## src/rtl/piso_shift_tx.sv

```systemverilog
// Parallel-in serial-out transmitter with a valid/ready load port and frame start/done strobes.
// Define PISO_PARITY_EN to append an even-parity bit after the last data bit of every frame.
`timescale 1ns/1ps
module piso_shift_tx #(
   parameter int   WIDTH      = 4,
   parameter int   MSB_FIRST  = 1,
   parameter logic IDLE_LEVEL = 1'b0
) (
   input  logic             clk,
   input  logic             rst,
   input  logic [WIDTH-1:0] par_in,
   input  logic             load_valid,
   output logic             load_ready,
   output logic             serial_out,
   output logic             serial_valid,
   output logic             frame_start,
   output logic             frame_done
);

   localparam int CW = $clog2(WIDTH);
   localparam logic [CW-1:0] LAST = CW'(WIDTH - 1);

`ifdef PISO_PARITY_EN
   typedef enum logic [1:0] {IDLE, SHIFT, PARITY} state_e;
`else
   typedef enum logic [1:0] {IDLE, SHIFT} state_e;
`endif

   state_e           state_q, state_d;
   logic [WIDTH-1:0] shift_q, shift_d;
   logic [CW-1:0]    cnt_q, cnt_d;
   logic             serialOut_q, serialOut_d;
   logic             lastData;
   logic             finalCycle;
   logic             accept;
`ifdef PISO_PARITY_EN
   logic             parity_q, parity_d;
`endif

   function automatic logic headBit(input logic [WIDTH-1:0] w);
      return (MSB_FIRST != 0) ? w[WIDTH-1] : w[0];
   endfunction

   // Remaining bits after the head, aligned so the next one is again at the head position.
   function automatic logic [WIDTH-1:0] tailBits(input logic [WIDTH-1:0] w);
      return (MSB_FIRST != 0) ? {w[WIDTH-2:0], 1'b0} : {1'b0, w[WIDTH-1:1]};
   endfunction

   assign lastData = (state_q == SHIFT) && (cnt_q == LAST);
`ifdef PISO_PARITY_EN
   assign finalCycle = (state_q == PARITY);
`else
   assign finalCycle = lastData;
`endif

   assign load_ready   = (state_q == IDLE) || finalCycle;
   assign accept       = load_valid && load_ready;
   assign serial_out   = serialOut_q;
   assign serial_valid = (state_q != IDLE);
   assign frame_start  = (state_q == SHIFT) && (cnt_q == '0);
   assign frame_done   = finalCycle;

   // Next-state: an accept always wins, which is what makes back-to-back frames gapless.
   always_comb begin
      state_d     = state_q;
      shift_d     = shift_q;
      cnt_d       = cnt_q;
      serialOut_d = serialOut_q;
`ifdef PISO_PARITY_EN
      parity_d    = parity_q;
`endif
      if (accept) begin
         state_d     = SHIFT;
         shift_d     = tailBits(par_in);
         cnt_d       = '0;
         serialOut_d = headBit(par_in);
`ifdef PISO_PARITY_EN
         parity_d    = ^par_in;
`endif
      end else if ((state_q == SHIFT) && !lastData) begin
         cnt_d       = cnt_q + CW'(1);
         shift_d     = tailBits(shift_q);
         serialOut_d = headBit(shift_q);
      end else if (lastData) begin
`ifdef PISO_PARITY_EN
         state_d     = PARITY;
         serialOut_d = parity_q;
`else
         state_d     = IDLE;
         serialOut_d = IDLE_LEVEL;
`endif
      end
`ifdef PISO_PARITY_EN
      else if (state_q == PARITY) begin
         state_d     = IDLE;
         serialOut_d = IDLE_LEVEL;
      end
`endif
   end

   always_ff @(posedge clk) begin
      if (rst) begin
         state_q     <= IDLE;
         shift_q     <= '0;
         cnt_q       <= '0;
         serialOut_q <= IDLE_LEVEL;
`ifdef PISO_PARITY_EN
         parity_q    <= 1'b0;
`endif
      end else begin
         state_q     <= state_d;
         shift_q     <= shift_d;
         cnt_q       <= cnt_d;
         serialOut_q <= serialOut_d;
`ifdef PISO_PARITY_EN
         parity_q    <= parity_d;
`endif
      end
   end

endmodule

```

## config.mk

```make
export PLATFORM = sky130hd
export DESIGN_NAME = piso_shift_tx
export DESIGN_NICKNAME = d
export VERILOG_FILES = /design/src/rtl/piso_shift_tx.sv
export SDC_FILE = /design/constraint.sdc
export NUM_CORES = 1
export LEC_CHECK = 0
export CORE_AREA = 3 3 40 42
export CTS_BUF_LIST = sky130_fd_sc_hd__clkbuf_8
export CTS_CLUSTER_DIAMETER = 50
export DETAILED_ROUTE_END_ITERATION = 16
export DIE_AREA = 0 0 43 45
export PLACE_DENSITY = 0.5
export SETUP_SLACK_MARGIN = 0.4
export SLEW_MARGIN = 0
export SYNTH_ARGS = -nofsm -noshare
export SYNTH_HDL_FRONTEND = slang
export SYNTH_SLANG_ARGS = --single-unit
```

## constraint.sdc

```tcl
create_clock -name clk -period 2.88 [get_ports clk]
set_input_delay 0.72 -clock clk [delete_from_list [all_inputs] [get_ports clk]]
set_output_delay 0.72 -clock clk [all_outputs]
set_load 0.02 [all_outputs]
```

Word-level counts from Yosys, hierarchy flattened
Index checks and enable logic that the tools add are counted.
Storage, ports and cells
  register bits after elaboration: 7
  input bits: 7
  output and inout port bits: 5
  logic and storage cells: 28
Operators by class
  $add $sub $neg: 1
  eq/ne operators: 2
  mux-type cells: 8
  reduce and logical (&&, ||, !) cells: 13
Operators with widths (count)
  $mux W4: 2
  $mux W1: 6
  $logic_and A1 B1 Y1: 4
  $logic_not A2 Y1: 2
  $reduce_bool A2 Y1: 2
  $reduce_bool A3 Y1: 1
  $add A2 B1 Y2 const B: 1
  $eq A2 B2 Y1 const B: 1
  $ne A2 B2 Y1 const B: 1
  $reduce_and A2 Y1: 1
  $reduce_or A2 Y1: 1
  $logic_not A1 Y1: 1
  $logic_or A1 B1 Y1: 1

Logic depth before layout (Yosys ltp)
Gate-level depths: netlist (run 1).
  word-level depth: 6
  gate-level depth with buffers: 6
  depth with buffers taken out: 5

Worst setup path before layout (run 1)
No wires, ideal clock.
  kind: flip-flop to output port
  start: reg state_q[0]
  end: out load_ready
  data arrival time: 853 ps
  data required time: 2160 ps
  slack: 1307 ps
  cell stages (with the launch flop): 4
  buffers on the path: 1
  cells stage by stage: dfxtp_1 nor2b_4 buf_6 inv_2
Between the ends
  word-level cells in the longest chain between the ends: 2
  elaborated cells on any way between the ends: 3
  classes of those cells: reduce/logical: 3
Ends and longest elaborated chain
  start, declared: RTL line 29  | state_e state_q, state_d;
  start signal, assigned: RTL line 111  | state_q <= state_d;
  $logic_not A2 Y1 or $logic_and A1 B1 Y1 (tied branches): RTL line 56, 49
  $logic_or A1 B1 Y1 *: RTL line 56  | assign load_ready = (state_q == IDLE) || finalCycle;
  end, declared: RTL line 13  | output logic load_ready,
Every way passes the cells marked *; elsewhere a longest branch is shown, timed or not.

Worst setup path after layout (run 1)
  start: reg cnt_q[0]
  end: out load_ready
Between the ends
  word-level cells in the longest chain between the ends: 3
Ends and longest elaborated chain
  start, declared: RTL line 31  | logic [CW-1:0] cnt_q, cnt_d;
  start signal, assigned: RTL line 113  | cnt_q <= cnt_d;
  $eq A2 B2 Y1: RTL line 49  | assign lastData = (state_q == SHIFT) && (cnt_q == LAST);
  $logic_and A1 B1 Y1: RTL line 49
  $logic_or A1 B1 Y1: RTL line 56
Every way passes these cells.

==> results of run 1 <==
kinds of logic after synthesis:
logic type	count (synthesis)	synth area share (%)
adder cells (fa/ha/maj)	2	7.14
multiplexers	3	8.57
AND/OR/NAND/NOR	13	21.1
flip-flops	7	40.0
buffers and inverters	6	8.93
AO/OA/AOI/OAI	7	14.3
report_power, final:
group          total, mW  internal (mW)  switching [mW]
Sequential         0.109          0.104         0.00438
Combinational     0.0461         0.0251          0.0210
Clock              0.132         0.0919          0.0397
worst reg2reg max path: stages (launching register included):
cell     delay, ns
dfxtp_1       0.34
ha_1          0.23
nor2b_4       0.08
or3_1         0.30
a21oi_1       0.14
cell usage after synthesis (all sizes together):
| cell | count |
|---|---|
| nor2 | 4 |
| nor2b | 1 |
| or3 | 2 |
| nand2 | 2 |
| buf | 2 |
| a32oi | 1 |
| inv | 3 |
| ha | 2 |
| clkinv | 1 |
| mux2i | 3 |
| a21o | 1 |
| nor3 | 2 |
| and2 | 2 |
| a211oi | 3 |
| a21oi | 2 |
| dfxtp | 7 |
state kept, by name, indices dropped and copies added, names as in the netlist:
| name | count |
|---|---|
| cnt_q | 2 |
| state_q | 1 |
| shift_q | 3 |
| serial_out | 1 |
path summary, 6_finish.rpt:
kind / from / endpoint / slack (ns) / depth (start not counted)
worst max-delay path: cnt_q[0]$_SDFFE_PP0P_ / load_ready / 0.54 / 4
worst min-delay path: shift_q[2]$_SDFFE_PP0P_ / shift_q[3]$_SDFFE_PP0P_ / 0.51 / 2
worst max register to register: cnt_q[0]$_SDFFE_PP0P_ / cnt_q[1]$_SDFFE_PP0P_ / 1.71 / 4
worst min register to register: shift_q[2]$_SDFFE_PP0P_ / shift_q[3]$_SDFFE_PP0P_ / 0.51 / 2
metrics by stage:
stage | utilization, % | hold WS (ns)
2_1_floorplan | - | 0.472
3_3_place_gp | 36.0 | 0.491
3_5_place_dp | 36.0 | 0.498
4_1_cts | 39.5 | 0.508
5_1_grt | 39.5 | 0.549
6_report | 39.5 | 0.506
cell usage in the layout, fill, tap and decap left out, drive strengths merged:
master	synthesis	layout
a21oi	2	2
nor3	2	2
clkdlybuf4s50	0	11
clkbuf	0	3
nor2b	1	1
a32oi	1	1
nor2	4	4
inv	3	4
a211oi	3	3
dfxtp	7	7
and2	2	2
nand2	2	2
mux2i	3	3
ha	2	2
or3	2	2
a21o	1	1
clkinv	1	1
cell type report:
cell class	count	area, sq um
tap	15	18.8
inverter	4	15.0
clock buffer	3	41.3
sequential	7	140
timing repair buffer	11	110
multi-input combinational	25	179
clock inverter	1	3.75
fill	141	777
layer usage:
layer	GRT usage, %	part of all wire [%]	vias up
li1	-	-	156
met1	9.38	48	124
met2	10.2	42	11
met3	3.98	9.6	2
met4	9.04	0.62	0
met5	0	0	-
==> run_results.csv, run 1 <==
group,metric,value,unit
run_status,outcome,"completed",
clock_tree,post_cts_buffers,0,
clock_tree,h-tree-depth,1,
timing,rsz0062_at_grt,"false",
yosys,syn_avg_cell_area,9.22,sq um
clock_tree,holdBufCountCts,0,
clock_tree,clk_latency,0.22,ns
power,total_power,0.286,mW
critical_path,critPathMaxFanout,8,
floorplanning,pin_count,12,
finish,layout.cells.non_filler,66,
yosys,syn_area,350,sq um
critical_path,endpoint_kind,"output port",
critical_path,startpoint_type,"register",
drt,drc,0,
placed_design,dp_slack,0.774,ns
finish,finalInstanceArea,508,sq um
power,irDropWorstVdd,194,uV
yosys,yosys-top-cells-area,"dfxtp_1, mux2i_1, ha_1",
drt,first_pass_iters,4,
critical_path,slowest_stage,"clkdlybuf4s50_1",
floorplanning,dieHeight,45,um
clock_tree,clk_path_buf_depth,2,
yosys,seq_area_frac_synth,40.0,%
clock_tree,clk_pin_slew,0.04,ns
placed_design,post-place-cells,62,
power,p_per_area,564,nW/um^2
timing,finalSetupViolCount,0,
critical_path,crit_family,"buffers and inverters",
min_path,hold_class,"reg -> reg",
yosys,yosys.area.top_type,"dfxtp_1",
flow_run,cap_violations,0,
power,leakagePower,0.214,nW
yosys,synth_fp_nets,47,
drt,viasPerCell,4.44,
critical_path,slowest_delay,0.54,ns
timing,relSlewSlack,74.6,%
floorplanning,fp.dieArea,1940,sq um
timing,setup_tns,0,ns
placed_design,placed_cell_area,463,sq um
timing,finalHoldViolCount,0,
floorplanning,placement_rows,13,
placed_design,numPortBuffers,11,
timing,fmax,427,MHz
drt,antenna_left,0,
clock_tree,cts.sinks,7,
timing,slew_viol_final,0,
yosys,postSynthCellCount,38,
clock_tree,cts-root-buf,"clkbuf_8",
grt,grt_pass1_vias,276,
critical_path,cp_cell_sequence,"ha_1 > nor2b_4 > inv_2 > clkdlybuf4s50_1",
clock_tree,cts_inserted_buffers,3,
drt,finalWirelength,649,um
yosys,ys_ff_latch,7,
timing,fin_crit,2.34,ns
timing,min_period_over_period,81.2,%
grt,grt-ovfl-total,0,
critical_path,cp_data_arrival_time,1.62,ns
finish,antenna_cells,0,
yosys,ys_types,18,
yosys,yosysTopAreaCellShare,40.0,%
yosys,ys.warnings.count,0,
critical_path,critPathRequiredTime,2.16,ns
drt,vias,293,
timing,tightest_slew,0.380,ns
placed_design,dp_hpwl,517,um
grt,grt_start_max_net_pins,10,
floorplanning,initial_utilization,27.3,%
critical_path,cp_num_buf_inv,2,
grt,track_usage,8.15,%
drt,routedWlPerCell,9.83,um
placed_design,place.gp.congestion,0.631,
timing,clock-skew-final,0.000811,ns
grt,grt_pass1_wl,1100,um
timing,setup_ws,0.540,ns
clock_tree,cts_resized,0,
floorplanning,die_width,43,um
drt,drt_iter0_markers,3,
floorplanning,core,1280,sq um
clock_tree,cts_tree,"yes",
finish,nets,61,
finish,syn_to_final_growth,45.0,%
finish,drive_gt1_share,17.6,%
grt,grt_antenna_before_repair,0,
critical_path,crit_type,"reg -> out",
No activity file was read; power rests on OpenSTA's default activity.
==> run 2, diff against run 1 <==
Clock period 2.88 ns to 2.4 ns, I/O delays scaled along.
==> run 2 against run 1 <==
Effect of this change: combinational power is 23% higher; critical path depth stayed put; sequential power is 20% higher; first-iteration DRC count is 100% higher; die area stayed put; clock power is 20% higher; count of clock-buffer cells in the layout stayed put; design area is 2.2% higher; non-clock buffer count is 2 higher; highest routed layer unchanged.
==> run_results.csv, run 2 (synthesized netlist as in run 1, its figures left out) <==
group,metric,value,unit
run_status,outcome,"completed",
placed_design,place.gp.congestion,0.631,
timing,slew_viol_final,0,
finish,syn_to_final_growth,48.2,%
clock_tree,clk_path_buf_depth,2,
finish,n_fill_cell,141,
timing,fin_crit,1.94,ns
clock_tree,cts_inserted_buffers,3,
flow_run,cap_violations,0,
floorplanning,core,1280,sq um
power,leakagePower,0.232,nW
finish,antenna_cells,0,
grt,top_usage_layer,"met2",
critical_path,crit_type,"reg -> out",
critical_path,cp_cell_sequence,"ha_1 > nor2b_4 > inv_2 > dlygate4sd2_1",
power,p_per_area,665,nW/um^2
critical_path,rrSetupSlack,1.11,ns
grt,grtUsageMet3,3.98,%
critical_path,r2r-start,"cnt_q[0]$_SDFFE_PP0P_",
clock_tree,clk_pin_slew,0.04,ns
timing,rsz0062_at_grt,"false",
clock_tree,cts.sinks,7,
finish,reg_top3,"shift_q: 3 flops, cnt_q: 2 flops",
timing,setup_tns,0,ns
drt,first_pass_iters,3,
finish,drive_gt1_share,20.8,%
floorplanning,die_width,43,um
critical_path,critPathRequiredTime,1.80,ns
finish,largest_reg_flops,3,
timing,relSlewSlack,74.8,%
critical_path,slowest_delay,0.32,ns
clock_tree,clk_latency,0.22,ns
floorplanning,fp.dieArea,1940,sq um
clock_tree,cts-root-buf,"clkbuf_8",
timing,clock-skew-final,0.000499,ns
placed_design,numPortBuffers,11,
grt,grt-ovfl-total,0,
critical_path,critPathMaxFanout,5,
timing,tightest_slew,0.376,ns
clock_tree,h-tree-depth,1,
min_path,min_from,"shift_q[1]$_SDFFE_PP0P_",
drt,finalWirelength,678,um
drt,viasPerCell,4.50,
grt,grt_pass1_vias,276,
critical_path,critPathLaunch,"cnt_q[0]$_SDFFE_PP0P_",
drt,drc,0,
drt,antenna_left,0,
finish,final_cell_mix,"clkdlybuf4s50_1, dfxtp_1, nor2_1",
placed_design,dp_hpwl,517,um
timing,finalSetupViolCount,0,
grt,grt_start_max_net_pins,10,
critical_path,crit_family,"buffers and inverters",
grt,track_usage,8.15,%
grt,gr-usage-met2,10.2,%
critical_path,cp_data_arrival_time,1.34,ns
critical_path,startpoint_type,"register",
timing,fmax,515,MHz
power,total_power,0.346,mW
clock_tree,cts_tree,"yes",
power,irDropWorstVdd,249,uV
floorplanning,pin_count,12,
floorplanning,dieHeight,45,um
min_path,hold_class,"reg -> reg",
floorplanning,initial_utilization,27.3,%
timing,finalHoldViolCount,0,
critical_path,endpoint_kind,"output port",
finish,nets,63,
finish,final_common_cell,"clkdlybuf4s50_1",
critical_path,slowest_stage,"dlygate4sd2_1",
drt,routedWlPerCell,9.97,um
grt,grt_pass1_wl,1100,um
grt,grt_antenna_before_repair,0,
timing,min_period_over_period,80.9,%
finish,max_flop_register,"shift_q",
grt,grt.met1_usage,9.38,%
critical_path,cp_num_buf_inv,2,
floorplanning,placement_rows,13,
drt,drt_iter0_markers,6,
drt,vias,306,
==> run 2: changes by cell type in the layout (fill, tap and decap cells not counted), sizes merged <==
cell | previous run | this run
clkdlybuf4s50 | 11 | 8
buf | 0 | 2
dlygate4sd2 | 0 | 3
==> run 2: area by class of cell <==
class	count	area, sq um	share of cell area (%)
Inverter	4	15.0	2.89
Tap cell	15	18.8	3.61
Timing Repair Buffer	13	121	23.4
Multi-Input combinational cell	25	179	34.5
Sequential cell	7	140	27.0
Clock inverter	1	3.75	0.723
Clock buffer	3	41.3	7.95
==> run 2: power by group <==
part	internal, mW	switching, mW	total (mW)
Combinational	0.0309	0.0257	0.0567
Clock	0.110	0.0479	0.158
Sequential	0.125	0.00549	0.131
Total	0.266	0.0792	0.346
==> run 2: tightest hold or removal path: stages, from the launching register on <==
cell and delay [ns]:
dfxtp_1 0.31, nor2_1 0.10, a211oi_1 0.05
==> run 2: metal layers <==
layer	vias up	part of all wire, %
met5	-	0
met4	0	0.59
met3	2	10
met2	13	45
li1	160	-
met1	131	45
==> run 2: stage by stage <==
step	hold slack, ns	setup WS, ns	instances	utilization [%]	instance area [sq um]
6_report	0.508	0.458	68	40.4	519
2_1_floorplan	0.472	0.947	38	-	350
4_1_cts	0.508	0.386	66	39.2	504
3_3_place_gp	0.491	0.436	62	36.0	463
3_5_place_dp	0.498	0.414	62	36.0	463
5_1_grt	0.549	0.408	68	40.4	519
==> run 2: final timing paths <==
kind,to,cells past startpoint
setup / recovery,load_ready,4
hold / removal,shift_q[2]$_SDFFE_PP0P_,2
setup reg to reg,cnt_q[1]$_SDFFE_PP0P_,5
hold reg to reg,shift_q[2]$_SDFFE_PP0P_,2
==> run 2: timing repair <==
action	4_1_cts	5_1_grt
hold buffers	0	0
buffers inserted	0	2
endpoints found under the setup margin	3	1
resized for setup	3	0
==> edit 1: new RTL, flow settings as in run 2 <==
Change the parameter `WIDTH` from 4 to 2.
--- a/src/rtl/piso_shift_tx.sv
+++ b/src/rtl/piso_shift_tx.sv
@@ -2,7 +2,7 @@
 // Define PISO_PARITY_EN to append an even-parity bit after the last data bit of every frame.
 `timescale 1ns/1ps
 module piso_shift_tx #(
-   parameter int   WIDTH      = 4,
+   parameter int   WIDTH      = 2,
    parameter int   MSB_FIRST  = 1,
    parameter logic IDLE_LEVEL = 1'b0
 ) (
Ports: changed (resized par_in); port bits go from 12 to 10. The function was not compared with the original's and may differ.
==> edit 1 against run 2 <==
Cell count fell by 34%; via count shrank 41%; synthesized cell count is 53% lower; combinational power decreased by 25%; routed wire length is 33% lower; clock skew grew 0.00052 ns; sequential cell count is 3 lower; design area shrank 35%; non-clock buffer count down 4; setup slack improved by 0.086 ns; synthesized area shrank 47%; sequential power down 40%; total power decreased by 25%; core utilization is 14 points lower; critical endpoint is now serial_valid.
==> edit 1: results (changes against run 2) <==
[synth]
synth_cell_types=11  ; -7
yosysSeqAreaShare_pct=43.2  ; +3.2 points
synth_area_leaders=dfxtp_1 (43%), a32oi_2 (8.8%), nor2b_4 (7.4%)
syn_nets=23  ; -51%
synth_common_cells=dfxtp_1 (4), nor2_1 (3), inv_1 (2), nor3_1 (2)
syn_area_per_cell_um2=10.3  ; +12%

[route]
wl_um=451  ; -33%
wl_per_cell_um=10.0  ; +0.52%
met2_length_um=170  ; -44%
met3_wirelength_um=55  ; -19%
num_vias=182  ; -41%
drt_pass1_iterations=2  ; -1
met1Wirelength_um=209  ; -31%

[setup_path]
r2r-end=serial_out$_SDFFE_PP0P_
crit_start=state_q[0]$_SDFFE_PP0P_
r2r.worst_path.cells=3  ; -2
crit_slowest_cell=clkdlybuf4s50_1
slowest_delay_ns=0.64  ; +0.32 ns
arrival_ns=1.26  ; -0.08 ns
r2r_start=state_q[0]$_SDFFE_PP0P_
reg2reg_slack_ns=1.40  ; +0.29 ns
cp_max_fo=6  ; +1

[place]
port-buffer-count=9  ; -2
dp_hpwl_um=354  ; -32%
placed_area_um2=294  ; -36%
place_inst=42  ; -32%
gp_congestion=0.577  ; -8.5%
place_ws_ns=0.543  ; +0.129 ns

[global_routing]
grt_util_all_layers_pct=5.99  ; -2.2 points
grt_max_degree=7  ; -3
grt_pass1_vias=186  ; -33%
grt_pass1_wl_um=765  ; -30%

[timing]
finalCriticalPeriod_ns=1.86  ; -0.0859 ns
finalClockSkew_ns=0.00102  ; +0.000522 ns
hold_slack_ns=0.508  ; +0.000206 ns
slew_headroom_pct=83.1  ; +8.3 points

[worst_hold_path]
hold_end=cnt_q$_SDFFE_PP0P_
hold_start=cnt_q$_SDFFE_PP0P_
whs_path_depth=1  ; -1

[finish]
drive_gt1_share_pct=30.0  ; +9.2 points
final_net_count=37  ; -41%

[power]
ir_worst_vdd_mv=0.275  ; +10%

[run_status]
status=finished, final reports clean

-- edit 1: cell count changes in the layout (fill, tap and decap cells not counted), moves of 2 or more --
cell,change
inv_2,-2
ha_1,-2
mux2i_1,-2
clkdlybuf4s50_1,-2
nand2_1,-2
dfxtp_1,-4
a21oi_1,-2
or3_1,-2
a211oi_1,-2
buf_4,-2
-- edit 1: repair_timing --
item | 4_1_cts | 5_1_grt
setup endpoints to repair | 3 | 1
endpoints found under the hold margin | 0 | 0
gates resized for setup | 3 | 1
cloned | 0 | 0
pin swaps | 0 | 0
-- edit 1: worst max-delay path by stage --
stage / to / depth (start not counted)
after floorplan: load_ready / 2
after detailed placement: frame_start / 2
final: serial_valid / 1
after global placement: frame_start / 2
after global routing: serial_valid / 1
after CTS: frame_done / 2
-- edit 1: logic make-up after synthesis --
kind of cell	after synthesis	synth area share [%]
buffers and inverters	2	4.06
and+or+nand+nor	7	23.0
DFF	4	43.2
AOI/OAI and AO/OA	4	24.3
muxes	1	5.41
-- edit 1: area by class of cell --
type | count | area, um2
sequential | 4 | 81.3
multi-input combinational | 12 | 97.6
timing repair buffer | 9 | 90.1
tap | 15 | 18.8
inverter | 2 | 7.51
clock buffer | 3 | 41.3
fill | 137 | 948
-- edit 1: power breakdown --
part | switching (mW) | internal [mW] | leakage, nW
registers | 0.00592 | 0.0725 | 0.0335
logic | 0.0199 | 0.0224 | 0.0993
clock network | 0.0317 | 0.107 | 0.0216
total | 0.0576 | 0.202 | 0.154
-- edit 1: routing by layer --
metal	global-route usage (%)	up-vias
met1	6.95	78
met3	3.19	2
met5	0	-
met2	6.89	12
li1	-	90
met4	7.23	0
==> edit 2: new RTL, settings of run 2 <==
Without the edit above. Take the reset off `shift_q` and load it in a clocked block of its own.
--- a/src/rtl/piso_shift_tx.sv
+++ b/src/rtl/piso_shift_tx.sv
@@ -101,7 +101,6 @@
    always_ff @(posedge clk) begin
       if (rst) begin
          state_q     <= IDLE;
-         shift_q     <= '0;
          cnt_q       <= '0;
          serialOut_q <= IDLE_LEVEL;
 `ifdef PISO_PARITY_EN
@@ -109,7 +108,6 @@
 `endif
       end else begin
          state_q     <= state_d;
-         shift_q     <= shift_d;
          cnt_q       <= cnt_d;
          serialOut_q <= serialOut_d;
 `ifdef PISO_PARITY_EN
@@ -118,5 +116,9 @@
       end
    end
 
+   always_ff @(posedge clk) begin
+      shift_q <= shift_d;
+   end
+
 endmodule
 
Check against the original RTL: same outputs for any inputs over 10 cycles, from zero or initial values and one cycle with rst high; that may be too few to reach the edited logic, so the function may still have changed.
==> edit 2 against run 2 <==
Die area unchanged; count of clock-buffer cells in the layout unchanged; routed wire length decreased by 11%; core utilization increased by 0.88 points; sequential cell count unchanged; synthesized area unchanged; first-iteration DRC count decreased by 67%; fmax increased by 2.0%; clock power increased by 3%; combinational power about the same; setup slack improved by 0.037 ns; design area increased by 2.2%; via count decreased by 9.2%; total power increased by 4.4%; highest routed layer unchanged.
==> edit 2: results (changes against run 2) <==
[run_status]
status=finished, final reports clean

[power]
seq_cell_power_uw=141  ; +8%
totalPowerFinal_uw=361  ; +4.4%
p_int_uw=281  ; +5.4%

[global_routing]
grt_pass1_vias=292  ; +5.8%
use_met1_pct=9.29  ; -0.084 points
grt_use_met3_pct=2.79  ; -1.2 points
grt_pass1_wl_um=1130  ; +3.1%

[route]
met2_length_um=270  ; -11%
met3_wirelength_um=53  ; -22%
drt_pass1_iterations=2  ; -1

[finish]
multi_input_area_share_pct=31.1  ; -3.3 points
regArea_um2=170  ; +21%
nNonClkBuffers=12  ; -1
nFillCells=138  ; -2.1%
buf_share_pct=21.7  ; -1.7 points
multi_input_gates=21  ; -16%
stdcell_count=63  ; -7.4%

[synth]
synth_common_cells=dfxtp_1 (4), edfxtp_1 (3), inv_1 (3)
syn_area_per_cell_um2=10.9  ; +19%
synth_area_leaders=edfxtp_1 (26%), dfxtp_1 (23%), mux2_4 (8.6%)
synth_cell_types=19  ; +1

[place]
place_inst=58  ; -6.5%
dp_hpwl_um=494  ; -4.5%

[timing]
finalClockSkew_ns=0.00672  ; +0.00622 ns

[worst_hold_path]
whs_path_depth=1  ; -1

## edit 2: cell count changes after synthesis, moves of 2 or more
cell      delta
a211oi_1     -2
and2_1       +2
and2_2       -2
dfxtp_1      -3
edfxtp_1     +3
inv_1        +2
mux2_4       +2
mux2i_1      -3
nor2_1       -4
## edit 2: worst paths after layout
check / start / to / slack [ns]
max: cnt_q[0]$_SDFFE_PP0P_ / load_ready / 0.50
min: shift_q[2]$_DFFE_PP_ / shift_q[3]$_DFFE_PP_ / 0.55
max reg2reg: cnt_q[0]$_SDFFE_PP0P_ / shift_q[2]$_DFFE_PP_ / 0.96
min reg2reg: shift_q[2]$_DFFE_PP_ / shift_q[3]$_DFFE_PP_ / 0.55
## edit 2: repair_timing
item,in CTS,in global routing
buffers inserted,0,1
resized for setup,3,1
setup endpoints to repair,3,1
## edit 2: kinds of logic after synthesis
family          Yosys count  synth area share, %
compound gates            5                 9.65
fa+ha+maj                 2                 7.14
buf+inv                   4                 4.28
flops                     7                 48.6
mux                       2                 8.57
simple gates             12                 21.8
